[src/rtl/trace_serializer_pkg.sv]
// Shared widths, word type and FSM state encoding for the trace serializer.
// Exponent clamp helper used when a new word is loaded.
package trace_serializer_pkg;

  localparam int TRB_WIDTH       = 32;
  localparam int TRB_MAX_TRACES  = 8;
  localparam int TRB_MAX_EXP     = $clog2(TRB_MAX_TRACES);
  localparam int TRB_NTRACE_BITS = TRB_MAX_EXP + 1;
  localparam int TRB_CNT_W       = $clog2(TRB_WIDTH) + 1;

  typedef logic [TRB_WIDTH-1:0] trb_word_t;

  typedef enum logic {
    ST_EMPTY = 1'b0,
    ST_SHIFT = 1'b1
  } trb_state_t;

  function automatic logic [TRB_NTRACE_BITS-1:0] clamp_exp(input logic [TRB_NTRACE_BITS-1:0] e);
    if (e > TRB_NTRACE_BITS'(TRB_MAX_EXP)) begin
      return TRB_NTRACE_BITS'(TRB_MAX_EXP);
    end
    return e;
  endfunction

endpackage

[src/rtl/trace_serializer_if.sv]
// Buffer-read and trace-stream signals of the serializer.
// Stream handshake: a beat transfers on a rising edge where TRACE_VALID_O and TRACE_READY_I are both 1.
interface trace_serializer_if;
  import trace_serializer_pkg::*;

  logic [TRB_NTRACE_BITS-1:0] EXP_TRACES_I;
  logic                       LOAD_PERM_I;
  trb_word_t                  DATA_I;
  logic                       LOAD_O;
  logic                       TRACE_VALID_O;
  logic                       TRACE_READY_I;
  logic [TRB_MAX_TRACES-1:0]  TRACE_O;
  trb_state_t                 dbg_state;

  modport slave (
    input  EXP_TRACES_I, LOAD_PERM_I, DATA_I, TRACE_READY_I,
    output LOAD_O, TRACE_VALID_O, TRACE_O, dbg_state
  );

  modport master (
    output EXP_TRACES_I, LOAD_PERM_I, DATA_I, TRACE_READY_I,
    input  LOAD_O, TRACE_VALID_O, TRACE_O, dbg_state
  );
endinterface

[src/rtl/trace_serializer.sv]
// Splits buffer words into 2**exp-bit beats on a valid/ready trace stream.
// Optional TRACE_SERIALIZER_STALL_CNT_EN adds a saturating 16-bit stall counter output.
module trace_serializer
  import trace_serializer_pkg::*;
(
  input  logic                CLK_I,
  input  logic                RST_NI,
`ifdef TRACE_SERIALIZER_STALL_CNT_EN
  output logic [15:0]         STALL_CNT_O,
`endif
  trace_serializer_if.slave   bus
);

  localparam int WIDTH = TRB_WIDTH;
  localparam int MT    = TRB_MAX_TRACES;
  localparam int NB    = TRB_NTRACE_BITS;
  localparam int CW    = TRB_CNT_W;

  trb_state_t          state_q, state_d;
  trb_word_t           shift_q, shift_d;
  logic [CW-1:0]       cnt_q, cnt_d, last_cnt;
  logic [NB-1:0]       exp_q, exp_d;
  logic                valid, last_beat, handshake, free, load;
  logic [CW+TRB_MAX_EXP-1:0] bit_off;
  trb_word_t           window;
  logic [MT-1:0]       lanes;

  always_comb begin
    valid     = (state_q == ST_SHIFT);
    last_cnt  = CW'(WIDTH >> exp_q) - CW'(1);
    last_beat = (cnt_q == last_cnt);
    handshake = valid & bus.TRACE_READY_I;
    free      = (state_q == ST_EMPTY) | (handshake & last_beat);
    // Gated by reset so the buffer never sees a consume while the block is held.
    load      = free & bus.LOAD_PERM_I & RST_NI;

    state_d = state_q;
    shift_d = shift_q;
    cnt_d   = cnt_q;
    exp_d   = exp_q;
    if (load) begin
      state_d = ST_SHIFT;
      shift_d = bus.DATA_I;
      exp_d   = clamp_exp(bus.EXP_TRACES_I);
      cnt_d   = '0;
    end else if (free) begin
      state_d = ST_EMPTY;
    end else if (handshake) begin
      cnt_d = cnt_q + CW'(1);
    end
  end

  // Lane mux: beat n of width T starts at bit n*T of the latched word.
  always_comb begin
    bit_off = (CW+TRB_MAX_EXP)'(cnt_q) << exp_q;
    window  = shift_q >> bit_off;
    lanes   = '0;
    for (int k = 0; k < MT; k++) begin
      lanes[k] = (valid && ((k >> exp_q) == 0)) ? window[k] : 1'b0;
    end
  end

  always_ff @(posedge CLK_I or negedge RST_NI) begin
    if (!RST_NI) begin
      state_q <= ST_EMPTY;
      shift_q <= '0;
      cnt_q   <= '0;
      exp_q   <= '0;
    end else begin
      state_q <= state_d;
      shift_q <= shift_d;
      cnt_q   <= cnt_d;
      exp_q   <= exp_d;
    end
  end

  assign bus.LOAD_O        = load;
  assign bus.TRACE_VALID_O = valid;
  assign bus.TRACE_O       = lanes;
  assign bus.dbg_state     = state_q;

`ifdef TRACE_SERIALIZER_STALL_CNT_EN
  logic [15:0] stall_q;

  always_ff @(posedge CLK_I or negedge RST_NI) begin
    if (!RST_NI) begin
      stall_q <= '0;
    end else if (valid && !bus.TRACE_READY_I && (stall_q != 16'hFFFF)) begin
      stall_q <= stall_q + 16'd1;
    end
  end

  assign STALL_CNT_O = stall_q;
`endif

endmodule

[src/flat_wrapper.sv]
// flat-port wrapper written by rule: the top's interface ports become plain ports
module trace_serializer_flat import trace_serializer_pkg::*;
  (CLK_I, RST_NI, bus_EXP_TRACES_I, bus_LOAD_PERM_I, bus_DATA_I, bus_TRACE_READY_I, bus_LOAD_O, bus_TRACE_VALID_O, bus_TRACE_O, bus_dbg_state);
  trace_serializer_if bus_i ();
  input  logic CLK_I;
  input  logic RST_NI;
  input wire logic [$bits(bus_i.EXP_TRACES_I)-1:0] bus_EXP_TRACES_I;
  input wire logic [$bits(bus_i.LOAD_PERM_I)-1:0] bus_LOAD_PERM_I;
  input wire logic [$bits(bus_i.DATA_I)-1:0] bus_DATA_I;
  input wire logic [$bits(bus_i.TRACE_READY_I)-1:0] bus_TRACE_READY_I;
  output wire logic [$bits(bus_i.LOAD_O)-1:0] bus_LOAD_O;
  output wire logic [$bits(bus_i.TRACE_VALID_O)-1:0] bus_TRACE_VALID_O;
  output wire logic [$bits(bus_i.TRACE_O)-1:0] bus_TRACE_O;
  output wire logic [$bits(bus_i.dbg_state)-1:0] bus_dbg_state;
  assign bus_i.EXP_TRACES_I = bus_EXP_TRACES_I;
  assign bus_i.LOAD_PERM_I = bus_LOAD_PERM_I;
  assign bus_i.DATA_I = bus_DATA_I;
  assign bus_i.TRACE_READY_I = bus_TRACE_READY_I;
  assign bus_LOAD_O = bus_i.LOAD_O;
  assign bus_TRACE_VALID_O = bus_i.TRACE_VALID_O;
  assign bus_TRACE_O = bus_i.TRACE_O;
  assign bus_dbg_state = bus_i.dbg_state;
  trace_serializer u_core (.CLK_I(CLK_I), .RST_NI(RST_NI), .bus(bus_i));
endmodule
[config.mk]
export PLATFORM = sky130hd
export DESIGN_NAME = trace_serializer_flat
export DESIGN_NICKNAME = d
export VERILOG_FILES = /design/src/rtl/trace_serializer_pkg.sv /design/src/rtl/trace_serializer_if.sv /design/src/rtl/trace_serializer.sv /design/src/flat_wrapper.sv
export SDC_FILE = /design/constraint.sdc
export NUM_CORES = 1
export LEC_CHECK = 0
export ABC_AREA = 1
export CORE_MARGIN = 2
export CORE_UTILIZATION = 40
export DETAILED_ROUTE_END_ITERATION = 6
export GPL_TIMING_DRIVEN = 1
export PLACE_DENSITY_LB_ADDON = 0.05
export SLEW_MARGIN = 25
export SYNTH_ARGS = -nofsm -noshare
export SYNTH_HDL_FRONTEND = slang
export SYNTH_SLANG_ARGS = --single-unit
export TNS_END_PERCENT = 100
[constraint.sdc]
create_clock -name CLK_I -period 6.6 [get_ports CLK_I]
set_input_delay 1.32 -clock CLK_I [delete_from_list [all_inputs] [get_ports CLK_I]]
set_output_delay 1.32 -clock CLK_I [all_outputs]
set_load 0.1 [all_outputs]
==> flow_summary.ini <==
[outcome]
status = complete, no violations

[floorplanning]
row_count = 34
fp.coreArea_mm2 = 0.00881
fp.dieW_um = 99.9
die_area_mm2 = 0.00997
ioPinCount = 51
die_y_um = 99.9
start_util_pct = 41.7

[detailed_routing]
drc = 0
routedWlPerCell_um = 14.0
via_count = 3985
routed_wl_mm = 10.4
dr.pass1.iters = 5
antenna_left = 0
vias_per_cell = 5.39
drtIter0Drc = 336

[clock_tree]
cts_sinks = 43
post_cts_buffers = 0
clkLatencyLatePin_ns = 0.30
cts_buffers = 5
ctsResizeCount = 0
cts_tree = yes
clkTransAtPathRegs_ns = 0.09
h-tree-depth = 2
root_buffer = clkbuf_8
holdBufCountCts = 0
clk_path_buf_depth = 2

[logic_synthesis]
async_flop_share_pct = 100
synth-edff-count = 0
synthDistinctLibCells = 29
synth_seq_cells = 43
netlist.area_leader.share_pct = 29.3
synth.area.top_cells = dfrtp_1 (29%), nand2_1 (25%), nand3_1 (18%)
synth.cell_area_mm2 = 0.00367
yosys.area.top_type = dfrtp_1
syn_inst = 606
synth_nets = 648
syn_area_per_cell_um2 = 6.06
synth_warnings = 0
ys_seq_area_share_pct = 29.3
yosys_most_used_dff = dfrtp_1

[layout]
layout.nets = 673
seq_area_mm2 = 0.00108
finalNonFillerCells = 740
post_route_cells_drive_above_1_share_pct = 7.75
area_growth_pct = 14.6
fillCellCount = 929
num_antenna_cells = 0
final_core_util_pct = 47.8
multi_input_area_mm2 = 0.00224
design_area_mm2 = 0.00421

[sta]
period_share_pct = 74.3
finalSetupViolations = 0
relSlewSlack_pct = 33.6
rsz0062_at_grt = no
fin_crit_ns = 4.91
finalClockSkew_ns = 0.0177
maxSlewViolCount = 0
hold_viol = 0
fmax_mhz = 204
setup-tns-final_ns = 0
tightestPinTransition_ns = 0.993

[placement]
dp.final_hpwl_mm = 7.57
placedCellCount = 732
dpl-instance-area_mm2 = 0.00410
place_congestion = 0.929
portBuffers = 50

[grt]
grt_pass1_vias = 3550
grt_max_degree = 58
grt_antenna_before_repair = 0
grt_overflow = 0
grt_pass1_wl_mm = 17.2
track_usage_pct = 21.4

[job]
max_cap_viol_count = 0

[worst_setup_path]
path_class = flip-flop to output pin
critical_path_peak_fanout = 35
arrival_ns = 3.59
required_ns = 5.28
crit_path_end_kind = output pin
worstSetupStartpointType = flip-flop

[hold_path]
hold_path_class = flip-flop to flip-flop
[flip-flops by register name, summed over array words and instances (netlist names)]
signal                    flops
u_core.shift_q               32
u_core.cnt_q                  6
u_core.exp_q                  4
u_core.bus.TRACE_VALID_O      1
[routing by layer]
metal	share of wire, %	vias to the layer above	routed length [um]	track usage (%)
li1	-	2011	-	-
met1	52	1810	5430	34.4
met2	40	153	4150	29.7
met3	6.7	11	690	3.06
met4	1.0	0	107	5.06
met5	0	-	0	0
[kinds of logic after synthesis]
logic type      count (synthesis)  synth area share, %
simple gates                  427                 50.4
buf+inv                        73                 9.91
xor+xnor                        8                 1.91
fa+ha+maj                       2                0.681
flops                          43                 29.3
compound gates                 53                 7.83
[critical path, cell delays in order, from the launching register on]
cell and delay, ns:
dfrtp_1 0.51, inv_4 0.14, nand2_2 0.09, nor2_2 0.14, inv_2 0.07, nor2_4 0.58
inv_2 0.45, o21ai_1 0.25, nand2_1 0.07, nand2_1 0.09, nand2_1 0.05, a21oi_1 0.16
nand2_1 0.07, nand3_1 0.07, nand2_1 0.06, nor2_1 0.13, buf_4 0.31
[final cells by class]
type,count,area share (%)
clock buffers,5,1.63
clock inverters,3,1.04
inverters,36,3.27
multi-input cells,490,53.2
flip-flops and latches,43,25.5
well taps,108,3.21
repair buffers,55,12.1
[per-stage QoR]
| step | setup WS (ns) | hold slack, ns |
|---|---|---|
| global placement | 2.15 | 0.501 |
| finish | 1.69 | 0.524 |
| detailed placement | 2.10 | 0.502 |
| global route | 1.38 | 0.551 |
| CTS | 1.75 | 0.526 |
| floorplan | 2.27 | 0.449 |
[cell usage after synthesis (all sizes together), types with 6 or more instances]
cell type	number
inv	34
dfrtp	43
nor2	36
xor2	6
nand3	139
nand2	248
a21oi	23
o21ai	26
buf	25
clkbuf	12
[placed cells by master (no fill, tap or decap), drive strengths merged]
cell | netlist | layout
nand2 | 248 | 248
buf | 25 | 15
o21ai | 26 | 26
bufinv | 0 | 1
clkdlybuf4s50 | 0 | 40
nor3 | 2 | 2
nor2 | 36 | 36
xnor2 | 2 | 2
clkinv | 2 | 4
o31ai | 2 | 2
nand4 | 1 | 1
xor2 | 6 | 6
ha | 2 | 2
inv | 34 | 34
clkbuf | 12 | 5
o22ai | 1 | 1
dfrtp | 43 | 43
or2 | 1 | 1
nand3 | 139 | 139
a211oi | 1 | 1
a21oi | 23 | 23
[final timing paths]
kind,start,end,depth (start not counted),slack [ns]
min in group asynchronous,RST_NI,u_core.shift_q[30]$_DFFE_PN0P_,2,1.09
setup / recovery,u_core.exp_q[1]$_DFFE_PN0P_,bus_TRACE_O[1],16,1.69
setup reg to reg,u_core.exp_q[0]$_DFFE_PN0P_,u_core.exp_q[1]$_DFFE_PN0P_,14,3.67
max in group asynchronous,RST_NI,u_core.shift_q[26]$_DFFE_PN0P_,2,5.11
hold reg to reg,u_core.shift_q[11]$_DFFE_PN0P_,u_core.shift_q[11]$_DFFE_PN0P_,2,0.52
hold / removal,u_core.shift_q[11]$_DFFE_PN0P_,u_core.shift_q[11]$_DFFE_PN0P_,2,0.52
Power is left out: the tool's default activity adds up to more than one toggle a clock period on the data nets, which glitch-free logic cannot reach.
